## src/rtl/sha_pkg.sv

```systemverilog
// Shared constants and elaboration-time helpers for the SHA-256 datapath blocks.
// The tree helpers describe how many entries each adder-tree level holds and where it sits in a flat bus.
package sha_pkg;

  localparam int SHA_WORD_W      = 32;
  localparam int SHA_ROUND_TAG_W = 6;

  function automatic int clog2(input int value);
    int result;
    int rest;
    result = 0;
    rest   = value - 1;
    while (rest > 0) begin
      result = result + 1;
      rest   = rest >> 1;
    end
    return result;
  endfunction

  // A single operand still gets one registered level.
  function automatic int tree_depth(input int n);
    return (clog2(n) < 1) ? 1 : clog2(n);
  endfunction

  function automatic int tree_entries(input int n, input int level);
    return (n + (1 << level) - 1) >> level;
  endfunction

  // Level j entries are w+j bits wide; levels are packed back to back starting at level 0.
  function automatic int tree_offset(input int n, input int w, input int level);
    int offset;
    offset = 0;
    for (int j = 0; j < level; j++) begin
      offset = offset + tree_entries(n, j) * (w + j);
    end
    return offset;
  endfunction

endpackage

```

## src/rtl/add_tree_level.sv

```systemverilog
// One registered level of the adder tree: pairwise sums widened by one bit, plus its valid/ready slice.
// An odd trailing entry is zero-extended and passed through unchanged.
module add_tree_level #(
  parameter  int N_IN  = 5,
  parameter  int W_IN  = 32,
  parameter  int W_OUT = 33,
  parameter  int TAG_W = 6,
  localparam int N_OUT = (N_IN + 1) / 2
) (
  input  logic                     clk,
  input  logic                     rst_n,
  input  logic                     in_valid,
  output logic                     in_ready,
  input  logic [N_IN*W_IN-1:0]     in_data,
  input  logic [TAG_W-1:0]         in_tag,
  output logic                     out_valid,
  input  logic                     out_ready,
  output logic [N_OUT*W_OUT-1:0]   out_data,
  output logic [TAG_W-1:0]         out_tag
);

  logic [N_OUT*W_OUT-1:0] sum_next;
  logic                   valid_q;
  logic [N_OUT*W_OUT-1:0] data_q;
  logic [TAG_W-1:0]       tag_q;

  for (genvar j = 0; j < N_OUT; j++) begin : g_pair
    if (2 * j + 1 < N_IN) begin : g_add
      assign sum_next[j*W_OUT +: W_OUT] = W_OUT'(in_data[2*j*W_IN +: W_IN])
                                        + W_OUT'(in_data[(2*j+1)*W_IN +: W_IN]);
    end else begin : g_pass
      assign sum_next[j*W_OUT +: W_OUT] = W_OUT'(in_data[2*j*W_IN +: W_IN]);
    end
  end

  // An empty stage, or one whose content leaves this cycle, can take new data.
  assign in_ready = !valid_q || out_ready;

  // Data and tag only move on a real transfer, so a bubble never disturbs the held result.
  always_ff @(posedge clk or negedge rst_n) begin
    if (!rst_n) begin
      valid_q <= 1'b0;
      data_q  <= '0;
      tag_q   <= '0;
    end else if (in_ready) begin
      valid_q <= in_valid;
      if (in_valid) begin
        data_q <= sum_next;
        tag_q  <= in_tag;
      end
    end
  end

  assign out_valid = valid_q;
  assign out_data  = data_q;
  assign out_tag   = tag_q;

endmodule

```

## src/rtl/add_tree_pipe.sv

```systemverilog
// Pipelined N-operand modular adder with per-operand mask, exact-width sum and a pass-through round tag.
// Each tree level is one add_tree_level; all levels share one flat data bus and a ready chain.
module add_tree_pipe
  import sha_pkg::*;
#(
  parameter  int W     = SHA_WORD_W,
  parameter  int N     = 5,
  parameter  int TAG_W = SHA_ROUND_TAG_W,
  localparam int LVL   = tree_depth(N),
  localparam int FW    = W + clog2(N + 1)
) (
  input  logic               clk,
  input  logic               rst_n,
  input  logic               in_valid,
  output logic               in_ready,
  input  logic [N*W-1:0]     in_data,
  input  logic [N-1:0]       in_mask,
  input  logic [TAG_W-1:0]   in_tag,
  output logic               out_valid,
  input  logic               out_ready,
  output logic [W-1:0]       out_sum,
  output logic [FW-1:0]      out_sum_full,
  output logic [TAG_W-1:0]   out_tag,
  output logic               busy
);

  localparam int TOTAL_W = tree_offset(N, W, LVL + 1);
  localparam int LAST_W  = W + LVL;
  localparam int LAST_OFF = tree_offset(N, W, LVL);

  logic [TOTAL_W-1:0]          tree_data;
  logic [LVL:0]                stage_valid;
  logic [LVL:0]                stage_ready;
  logic [LVL:0][TAG_W-1:0]     stage_tag;

  for (genvar i = 0; i < N; i++) begin : g_mask
    assign tree_data[i*W +: W] = in_data[i*W +: W] & {W{in_mask[i]}};
  end

  assign stage_valid[0]   = in_valid;
  assign stage_tag[0]     = in_tag;
  assign stage_ready[LVL] = out_ready;

  for (genvar k = 1; k <= LVL; k++) begin : g_lvl
    localparam int NI    = tree_entries(N, k - 1);
    localparam int NO    = tree_entries(N, k);
    localparam int OFF_I = tree_offset(N, W, k - 1);
    localparam int OFF_O = tree_offset(N, W, k);

    add_tree_level #(
      .N_IN  (NI),
      .W_IN  (W + k - 1),
      .W_OUT (W + k),
      .TAG_W (TAG_W)
    ) u_level (
      .clk       (clk),
      .rst_n     (rst_n),
      .in_valid  (stage_valid[k-1]),
      .in_ready  (stage_ready[k-1]),
      .in_data   (tree_data[OFF_I +: NI*(W+k-1)]),
      .in_tag    (stage_tag[k-1]),
      .out_valid (stage_valid[k]),
      .out_ready (stage_ready[k]),
      .out_data  (tree_data[OFF_O +: NO*(W+k)]),
      .out_tag   (stage_tag[k])
    );
  end

  // The last level holds exactly one entry; widen it to the advertised full-sum width.
  assign out_sum_full = FW'(tree_data[LAST_OFF +: LAST_W]);
  assign out_sum      = out_sum_full[W-1:0];
  assign out_tag      = stage_tag[LVL];
  assign out_valid    = stage_valid[LVL];
  assign in_ready     = stage_ready[0];
  assign busy         = |stage_valid[LVL:1];

endmodule

```

## config.mk

```make
export PLATFORM = sky130hd
export DESIGN_NAME = add_tree_pipe
export DESIGN_NICKNAME = d
export VERILOG_FILES = /design/src/rtl/sha_pkg.sv /design/src/rtl/add_tree_level.sv /design/src/rtl/add_tree_pipe.sv
export SDC_FILE = /design/constraint.sdc
export NUM_CORES = 1
export LEC_CHECK = 0
export BUFFER_PORTS_ARGS = -buffer_cell sky130_fd_sc_hd__buf_2
export CORE_MARGIN = 8
export CORE_UTILIZATION = 60
export DETAILED_ROUTE_END_ITERATION = 16
export HOLD_SLACK_MARGIN = 0.12
export PLACE_DENSITY = 0.84
export SLEW_MARGIN = 15
export SYNTH_ARGS = -nofsm -noshare
export SYNTH_HDL_FRONTEND = slang
export SYNTH_SLANG_ARGS = --single-unit
export TNS_END_PERCENT = 100
```

## constraint.sdc

```tcl
create_clock -name clk -period 7.8 [get_ports clk]
set_clock_uncertainty 0.1 [all_clocks]
set_input_delay 0.39 -clock clk [delete_from_list [all_inputs] [get_ports clk]]
set_output_delay 0.39 -clock clk [all_outputs]
set_load 0.02 [all_outputs]
```

=== Word level (Yosys, flattened, before mapping) ===
Cells that the tools add are included.

* Word-level logic and storage cells: 28
* Bits in registers: 220

* Reductions and logical operators: 10
* Bitwise operators: 5
* $add $sub $neg: 4

{| class="wikitable"
|+ Operators by type and width
! operator !! count
|-
| $and 32x32->32 || 5
|-
| $add 32x32->33 || 2
|-
| $add 34x32->35 || 1
|-
| $add 33x33->34 || 1
|-
| $reduce_and 2->1 || 3
|-
| $logic_not 1->1 || 3
|-
| $logic_or 1x1->1 || 3
|-
| $reduce_or 3->1 || 1
|}

=== Longest topological paths before layout ===
Gate-level depths: netlist (run 1).

* Word-level depth: 5
* Depth in mapped cells: 12
* Gate-level depth less buffers: 11

=== Hierarchy ===
Synthesis (run 1) repeated with hierarchy kept, for this count alone.

* Cells, all modules: 2036
* Area total of the unflattened synthesis: 16817.4 µm²

{| class="wikitable"
|+ By module, submodules not included
! module !! instances !! seq. area each (µm²) !! area each (µm²) !! cells an instance
|-
| add_tree_level (g_lvl[1].u_level) || 1 || 2627.5 || 7359.6 || 892
|-
| add_tree_level (g_lvl[2].u_level) || 1 || 1851.8 || 4493.1 || 537
|-
| add_tree_level (g_lvl[3].u_level) || 1 || 1051.0 || 3442.1 || 399
|-
| add_tree_pipe || 1 || 0.0 || 1522.7 || 208
|}

=== Worst setup path before layout (run 1) ===
OpenSTA, ideal clock, no wires.

* Path kind: input to register
* From: in in_mask[3]
* To: reg g_lvl[1].u_level.data_q[59]
* Slack: 4.776 ns
* Data required time: 7.564 ns
* Cell stages on the path: 12
* Arrival: 2.788 ns
* Path through: clkbuf_1 -> and2_1 -> ha_1 -> fa_1 -> a211oi_1 -> nor2_1 -> a211oi_1 -> a211oi_1 -> o21ai_0 -> or3b_2 -> xnor2_1 -> o21ai_0

* Cells in the longest elaborated chain, start to end: 2

{| class="wikitable"
|+ Ends and longest elaborated chain
! element !! line !! text
|-
| from (decl) || add_tree_pipe.sv:17 || <nowiki>input logic [N-1:0] in_mask,</nowiki>
|-
| $and 32x32->32 || add_tree_pipe.sv:37 || <nowiki>assign tree_data[i*W +: W] = in_data[i*W +: W] & {W{in_mask[i]}};</nowiki>
|-
| $add 32x32->33 || add_tree_level.sv:30 || <nowiki>+ W_OUT'(in_data[(2*j+1)*W_IN +: W_IN]);</nowiki>
|-
| to (signal assigned) || add_tree_level.sv:48 || <nowiki>data_q <= sum_next;</nowiki>
|-
| to (decl) || add_tree_level.sv:24 || <nowiki>logic [N_OUT*W_OUT-1:0] data_q;</nowiki>
|}

No other way between the ends.
A chain may end at the register's enable or synchronous reset.

=== Worst setup path in the final report (run 1) ===
* From: reg g_lvl[1].u_level.data_q[0]
* To: reg g_lvl[2].u_level.data_q[32]

* Cells in the longest elaborated chain, start to end: 1

{| class="wikitable"
|+ Ends and longest elaborated chain
! element !! line
|-
| $add 33x33->34 || add_tree_level.sv:30
|-
| to (signal assigned) || add_tree_level.sv:48
|-
| to (decl) || add_tree_level.sv:24
|}

No other way between the ends.

==> results of run 1 <==
==> Yosys cell counts, types with 27 or more instances <==
cell	count	area share
a21o_1	62	0.029
a21oi_1	127	0.040
and2_1	143	0.056
buf_4	32	0.015
clkbuf_1	71	0.017
dfrtp_1	220	0.34
ha_1	129	0.10
inv_1	42	0.0098
mux2_2	41	0.029
nand2_1	313	0.073
nand3_1	73	0.023
nand4_1	27	0.011
nor2_1	61	0.014
nor3_1	31	0.0097
o21ai_0	173	0.054
xnor2_1	49	0.027
xor2_1	45	0.025
==> report_power, final <==
group	internal (uW)	switching, uW
sequential	1450	237
combinational	881	1400
clock	565	447
==> final timing paths <==
check,startpoint,end,slack (ns),depth (start not counted)
worst max-delay path,g_lvl[1].u_level.out_data[0],g_lvl[2].u_level.out_data[32],4.53,11
max in group asynchronous,rst_n,g_lvl[1].u_level.out_data[86],5.89,3
worst min-delay path,in_data[32],g_lvl[1].u_level.out_data[0],0.22,5
worst min register to register,g_lvl[2].u_level.out_tag[3],g_lvl[3].u_level.out_tag[3],0.36,2
worst max register to register,g_lvl[1].u_level.out_data[0],g_lvl[2].u_level.out_data[32],4.53,11
min in group asynchronous,rst_n,g_lvl[3].u_level.out_data[0],0.35,2
==> routing by layer <==
metal,vias up,part of all wire,GRT usage,wire (microns)
met1,6729,0.46,0.3448,19420
met5,-,0,0,0
li1,7106,-,-,-
met3,75,0.054,0.02766,2308
met2,516,0.46,0.4453,19690
met4,0,0.028,0.07810,1207
==> through the flow <==
stage / area (sq um) / worst slack, ns / power (uW) / hold WS, ns
final: 18270 / 4.533 / 4977 / 0.2204
after global routing: 18270 / 4.227 / 5305 / 0.2264
after CTS: 18270 / 4.572 / 4973 / 0.2085
after detailed placement: 17170 / 4.213 / 3921 / 0.3453
after global placement: 17170 / 4.241 / 3852 / 0.3466
after floorplan: 16020 / 4.776 / 3348 / -0.005591
==> worst max-delay path, cell delays in order, from the launching register on <==
cell	delay, ns
dfrtp_1	0.35
ha_1	0.20
inv_1	0.07
fa_1	0.41
nand2b_1	0.19
a21o_1	0.19
a311o_1	0.34
nand3_1	0.13
a31oi_1	0.21
o311a_1	0.40
and4_1	0.21
or3_1	0.36
==> sequential cells by signal, indices dropped and copies added (netlist names) <==
name,cells
g_lvl.u_level.out_valid,3
g_lvl.u_level.out_tag,18
g_lvl.u_level.out_data,199
==> area by class of cell <==
type | count | area, sq um | share of cell area
Tap cell | 341 | 426.7 | 0.02335
Multi-Input combinational cell | 1516 | 9773 | 0.5349
Sequential cell | 220 | 5505 | 0.3013
Clock buffer | 30 | 621.8 | 0.03403
Timing Repair Buffer | 297 | 1715 | 0.09388
Clock inverter | 11 | 71.32 | 0.003903
Inverter | 42 | 157.7 | 0.008628
==> kinds of logic (layout without fill, tap and decap cells) <==
group / count (synthesis) / in the layout / share of synthesized area
buffers and inverters: 161 / 380 / 0.04695
and+or+nand+nor: 720 / 720 / 0.2169
muxes: 42 / 42 / 0.02945
AOI/OAI and AO/OA: 527 / 527 / 0.2058
adders and majority gates: 133 / 133 / 0.1058
DFF: 220 / 220 / 0.3437
xor gates and xnor gates: 94 / 94 / 0.05140
==> results.md, run 1 <==
* Largest net degree at the start of global routing at 97
* Area Growth Syn to Fin at 14.08%
* Period utilization at 0.4188
* Core footprint at 0.02658 sq mm
* TritonRoute pass-1 iters at 5
* Status: completed
* Initial antenna violation count at 0
* Worst Path Class, Setup: reg -> reg
* Initial Utilization at 0.6027
* Synth warn at 0
* Post-Syn Instances at 1,897
* Die area at 0.03218 sq mm
* Minimum clock period at 3.267 ns
* Num ports at 251
* Relative slew slack at 0.3598
* Critical path peak fanout at 4
* CP endpoint kind: flop
* DRC violations left at 0
* CP Data Required Time at 8.09 ns
* Final Non-Filler Cells at 2,457
* Setup violators final at 0
* Ant diodes at 0
* DP HPWL at 32.07 mm
* Final ANT Viol Nets at 0
* Gr ovfl total at 0
* TritonCTS buffer count at 23
* Nets at 2,408
* Layout cells sized above 1 at 0.1701
* Max rail drop VDD at 0.1760 mV
* Via/cell ratio at 5.871
* Post-Route WL at 42.63 mm
* Row cnt at 60
* Syn_nets at 2,205
* Synthesized flop and latch total at 220
* CTS resizes at 0
* First-pass GRT wire length at 69.20 mm
* Chip height at 179.4 microns
* Filler cells at 2,173
* Maxcap violations at 0
* Synthesized area at 0.01602 sq mm
* CP arrival at 3.56 ns
* CP Launch Type: flop
* Iter 0 DRT Violations at 1,062
* Top_reg_cell synth: dfrtp_1
* Final hold vios at 0
* FMAX at 0.3061 GHz
* CTS max path bufs at 3
* Clock transition at path regs at 0.06 ns
* Post-layout util at 0.6875
* Dpl cells at 2,375
* Clk Latency, worst-skew pair at 0.51 ns
* Post CTS Setup Buffer Count at 0
* Vias in the first global route at 14,180
* Die W at 179.4 microns
* Min-delay worst type: in -> reg
* Worst-Margin Slew at 0.9602 ns
* CTS tree: built
* Commonest non-fill, non-tap cell in the layout: nand2_1
* Commonest cells after routing, fill and taps aside: nand2_1, buf_2, dfrtp_1
* RSZ-0062 raised after global routing: false
* CTS Sinks at 220
* Sequential share of the synthesized area at 0.3437
* EDFF count, synth at 0
* Pleak at 0.009036 uW
* Pwr dens at 272.4 mW/mm^2
* Overall global routing resource usage at 0.2603
* Hold buffer count at cts at 41
* I/O Buffers at 250
* Post-synthesis area per instance at 8.443 sq um
* Slew Viols, Final at 0
* Gp weighted congestion at 0.9336
* Routed WL per cell at 17.35 microns
* Routed vias at 14,430
* Number of distinct library cells after synthesis at 72
* Async set or reset register ratio after synthesis at 1.000
* Root buf cell: clkbuf_16
* Setup_tns at 0 ns
* H-tree depth at 1
(Power assumes the default switching activity.)
==> run 2, diff against run 1 <==
Settings changed: ABC_AREA set to 1, PLACE_DENSITY 0.84 to 0.83.
Clock period 7.8 ns to 3.05 ns, I/O delays scaled along.
==> run 2 against run 1 <==
Area after synthesis is 14% higher; non-clock buffer count is 17 higher; clock power grew to 2.8 times the previous value; critical path depth is 4 higher; sequential share of layout area is 3.8 points lower; worst hold slack worse by 0.093 ns; combinational power grew to 3.0 times the previous value; global-route usage is 5.3 points higher; design area is 15% higher; final cell count is 43% higher; largest cell class unchanged.
==> results.md, run 2 <==
* Final WS setup at 0.4770 ns
* DP HPWL at 44.33 mm
* EDFF count, synth at 0
* Worst Path Class, Setup: reg -> reg
* Top_reg_cell synth: dfrtp_1
* CP arrival at 2.87 ns
* Relative slew slack at 0.3555
* Min-delay worst type: in -> reg
* DRC violations left at 0
* Largest register FFs at 199
* Die W at 190.3 microns
* CP endpoint kind: flop
* Post CTS Setup Buffer Count at 0
* Final instance area at 0.02094 sq mm
* CTS Sinks at 220
* Final ANT Viol Nets at 0
* Largest cells by area after synthesis: dfrtp_1, nand2_1, inv_1, ha_1, nand3_1
* Commonest non-fill, non-tap cell in the layout: nand2_1
* Top post-synthesis cells by count: nand2_1, inv_1, dfrtp_1, nor2_1
* Routed WL per cell at 16.27 microns
* Post-Route WL at 57.29 mm
* RSZ-0062 raised after global routing: false
* Number of distinct library cells after synthesis at 39
* Gp weighted congestion at 0.9832
* Met2 usage at 0.5626
* Vias in the first global route at 19,300
* Commonest cells after routing, fill and taps aside: nand2_1, inv_1, buf_2
* Row cnt at 64
* Layout cells sized above 1 at 0.1155
* Pleak at 0.01215 uW
* Maxcap violations at 0
* First-pass GRT wire length at 93.53 mm
* Synth warn at 0
* Num ports at 251
* Sequential share of the synthesized area at 0.3020
* Synthesized area at 0.01823 sq mm
* H-tree depth at 1
* Worst-Margin Slew at 0.9657 ns
* Setup_tns at 0 ns
* Placed cell areas at 0.01960 sq mm
* Post-synthesis area per instance at 6.363 sq um
* Routed vias at 19,020
* Clock transition at path regs at 0.07 ns
* Status: completed
* Gr ovfl total at 0
* CP Data Required Time at 3.35 ns
* FMAX at 0.3886 GHz
* Met3 Track Usage GR at 0.03091
* TritonCTS buffer count at 23
* Syn_nets at 3,173
* Setup violators final at 0
* TritonRoute pass-1 iters at 5
* Max rail drop VDD at 0.4322 mV
* Area Growth Syn to Fin at 14.88%
* Overall global routing resource usage at 0.3128
* Async set or reset register ratio after synthesis at 1.000
* Die area at 0.03621 sq mm
* Count leader, synth: nand2_1
* Initial Utilization at 0.6022
* Clk Latency, worst-skew pair at 0.52 ns
* Via/cell ratio at 5.400
* Slew Viols, Final at 0
* Core footprint at 0.03027 sq mm
* Post-Syn Instances at 2,865
* Synthesized flop and latch total at 220
* Met1 Use GR at 0.3738
* Largest net degree at the start of global routing at 125
* Pwr dens at 670.9 mW/mm^2
* CTS max path bufs at 3
* Initial antenna violation count at 0
* I/O Buffers at 250
* CP Launch Type: flop
* Chip height at 190.3 microns
* Place WS at 0.4675 ns
* Root buf cell: clkbuf_16
* Iter 0 DRT Violations at 1,425
* Nets at 3,420
* Minimum clock period at 2.573 ns
* Critical path peak fanout at 4
* CTS tree: built
* GRT busiest layer: met2
* Period utilization at 0.8436
* Final hold vios at 0
* Yosys top cell area share at 0.3020
* Post-synth top area cell: dfrtp_1
[run 2: changes by cell type in the layout (fill, tap and decap cells not counted), moves of 29 or more]
cell     delta
o21ai_1    +45
a21o_1     -61
nor2_1    +129
nand2_2    +29
nand2_1   +679
xor2_1     -42
and2_1    -139
nand3_1   +106
mux2_2     -41
inv_1     +430
[run 2: cell type report]
type / instances / area (sq um)
inverter: 474 / 1780
fill: 2666 / 9328
multi-input combinational: 2079 / 10440
clock inverter: 9 / 101.3
antenna: 1 / 2.502
tap: 396 / 495.5
clock buffer: 29 / 658.1
sequential: 220 / 5505
timing repair buffer: 314 / 1961
[run 2: final timing paths]
path,startpoint,slack [ns],endpoint,cells after the start
max in group asynchronous,rst_n,2.24,g_lvl[2].u_level.out_data[50],3
worst max register to register,g_lvl[2].u_level.out_data[0],0.48,g_lvl[3].u_level.out_data[28],15
worst max-delay path,g_lvl[2].u_level.out_data[0],0.48,g_lvl[3].u_level.out_data[28],15
worst min register to register,g_lvl[3].u_level.out_tag[2],0.37,g_lvl[3].u_level.out_tag[2],2
worst min-delay path,in_data[50],0.13,g_lvl[1].u_level.out_data[18],7
min in group asynchronous,rst_n,0.18,g_lvl[2].u_level.out_data[6],3
[run 2: critical path, cell delays in order (launching register included)]
cell and delay (ns):
dfrtp_1 0.36, ha_1 0.20, inv_1 0.06, fa_1 0.41, inv_1 0.19, nand3_1 0.13, nand2_1 0.19, nand2_1 0.09
nand2_2 0.12, nand2_1 0.08, nand2_2 0.09, nand3_1 0.13, nand2_1 0.11, nand2_1 0.05, nand3_1 0.09, nand2_1 0.07
[run 2: routing by layer]
metal,share of wire,routed length [microns]
met1,0.41,23700
met5,0,0
met4,0.045,2587
met3,0.054,3074
met2,0.49,27930
[run 2: cell families after synthesis]
group,Yosys count,share of synthesized area
flops,220,0.3020
simple gates,1499,0.3428
fa+ha+maj,133,0.09294
buf+inv,566,0.1258
xor+xnor,47,0.02258
compound gates,400,0.1139
[run 2: timing repair]
item | in CTS | in global routing
resized for setup | 0 | 0
endpoints found under the hold margin | 271 | 0
hold buffers | 56 | 0
[run 2: stage by stage]
step	instances	hold WS, ns	power, uW	util
finish	3522	0.1275	14050	0.6918
global route	3521	0.1667	15010	0.6918
CTS	3521	0.1204	13920	0.6918
detailed placement	3427	0.07061	10950	0.6476
global placement	3427	0.07075	10820	0.6476
floorplan	2865	-0.2431	9140	-
[run 2: power by group]
| group | switching, uW | leakage [uW] | internal (uW) |
|---|---|---|---|
| clock | 1160 | 0.000379 | 1680 |
| combinational | 4490 | 0.00900 | 2310 |
| sequential | 660 | 0.00277 | 3750 |
==> run 3, diff against run 2 <==
Settings changed: ABC_AREA 1 to 0, CORE_UTILIZATION 60 to 58, PLACE_DENSITY 0.83 to 0.81.
Clock period 3.05 ns to 2.4 ns, I/O delays scaled along.
==> run 3 against run 2 <==
The flow now finishes with violations (negative setup slack); via count is 12% lower; power grew 46%; sequential share of layout area shrank 1.2 points; count of clock-buffer cells in the layout increased by 8; combinational power rose by 62%; clock power is 35% higher; core utilization increased by 11 points.
==> results.md, run 3 (synthesized netlist as in run 1, its figures left out) <==
* Status: finished, violations left
* Failing checks: negative setup slack
* Pleak at 0.01091 uW
* Min-delay worst type: in -> async
* Largest register FFs at 199
* Largest net degree at the start of global routing at 87
* H-tree depth at 1
* Final Non-Filler Cells at 2,788
* Pwr dens at 931.7 mW/mm^2
* Maxcap violations at 0
* Final ANT Viol Nets at 0
* Dpl cells at 2,649
* Vias in the first global route at 16,490
* Overall global routing resource usage at 0.2852
* Final hold vios at 0
* Die W at 182.2 microns
* Critical path peak fanout at 3
* Die area at 0.03319 sq mm
* Minimum clock period at 2.886 ns
* CTS tree: built
* CP endpoint kind: flop
* CP Launch Type: flop
* Worst-Margin Slew at 1.034 ns
* Commonest non-fill, non-tap cell in the layout: nand2_1
* CTS max path bufs at 3
* CP Data Required Time at 2.70 ns
* Slew Viols, Final at 0
* Initial Utilization at 0.5829
* Post-layout util at 0.7996
* RSZ-0062 raised after global routing: true
* DP HPWL at 35.86 mm
* TritonRoute pass-1 iters at 6
* Reg2reg start: g_lvl[1].u_level.out_data[33]
* Relative slew slack at 0.3108
* Filler cells at 1,696
* Commonest cells after routing, fill and taps aside: nand2_1, buf_4, buf_2
* TritonCTS buffer count at 24
* Setup violators final at 42
* CP startpoint: g_lvl[1].u_level.out_data[33]
* Row cnt at 61
* Area Growth Syn to Fin at 37.17%
* Place WS at -0.5348 ns
* Chip height at 182.2 microns
* Gp weighted congestion at 0.9243
* Num ports at 251
* Period utilization at 1.203
* Post-Route WL at 54.02 mm
* Nets at 2,733
* Layout cells sized above 1 at 0.3327
* Final WS setup at -0.4865 ns
* Root buf cell: clkbuf_16
* CTS Sinks at 220
* Gr ovfl total at 0
* Iter 0 DRT Violations at 1,353
* Initial antenna violation count at 2
* Reg-to-reg slack, setup at -0.49 ns
* Routed WL per cell at 19.38 microns
* Clk Latency, worst-skew pair at 0.53 ns
* CP arrival at 3.19 ns
* Via/cell ratio at 5.995
* Total Power at 20,470 uW
* DRC violations left at 0
* First-pass GRT wire length at 79.26 mm
* Core footprint at 0.02748 sq mm
* Routed vias at 16,710
* FMAX at 0.3464 GHz
* Clock transition at path regs at 0.07 ns
* I/O Buffers at 250
* Worst Path Class, Setup: reg -> reg
* Max rail drop VDD at 0.6136 mV
run 3: power by group:
group | internal (uW) | switching, uW
sequential | 4720 | 920
combinational | 4930 | 6080
clock | 2330 | 1500
total | 12000 | 8500
run 3: worst paths after layout:
check | cells after the start | to
min in group clk | 5 | g_lvl[1].u_level.out_data[63]
min reg2reg | 2 | g_lvl[1].u_level.out_data[86]
max reg2reg | 11 | g_lvl[2].u_level.out_data[32]
max in group asynchronous | 3 | g_lvl[2].u_level.out_data[8]
max | 11 | g_lvl[2].u_level.out_data[32]
min | 3 | g_lvl[3].u_level.out_data[0]
run 3: timing repair:
item | CTS | global route
hold endpoints to repair | 265 | 0
hold buffers | 52 | 0
pin swaps | 53 | 86
setup endpoints to repair | 38 | 55
resized for setup | 85 | 125
setup buffers | 21 | 29
run 3: per-stage QoR:
step	TNS, ns	instance area [sq um]	hold slack (ns)
after floorplan	-1.165	16190	-0.2756
after global placement	-13.03	19420	-0.08031
after detailed placement	-17.39	19420	-0.07863
after CTS	-5.514	21250	0.1234
after global routing	-11.04	21970	0.1401
final	-7.688	21970	0.1199
run 3: layer usage:
layer,GRT usage,share of wire,vias to the layer above,routed length (microns)
met3,0.04673,0.075,251,4032
li1,-,-,7749,-
met1,0.3504,0.40,7823,21520
met2,0.4925,0.47,887,25450
met4,0.1171,0.055,4,2983
met5,0,0.00063,-,34
run 3: area by class of cell:
class | instances | area [sq um] | area share
Timing Repair Buffer | 621 | 4305 | 0.1960
Inverter | 42 | 157.7 | 0.007176
Sequential cell | 220 | 5508 | 0.2507
Clock buffer | 37 | 740.7 | 0.03371
Tap cell | 346 | 432.9 | 0.01971
Antenna cell | 1 | 2.502 | 0.0001139
Multi-Input combinational cell | 1516 | 10740 | 0.4889
Clock inverter | 5 | 81.33 | 0.003702
run 3: critical path, stage by stage, from the launching register on:
cell and delay (ns):
dfrtp_1 0.37, ha_2 0.20, inv_2 0.05, fa_2 0.37, nand2b_4 0.16, a21o_1 0.19, a311o_1 0.31, nand3_2 0.11
a31oi_4 0.10, o311a_1 0.32, and4_1 0.14, or3_1 0.33
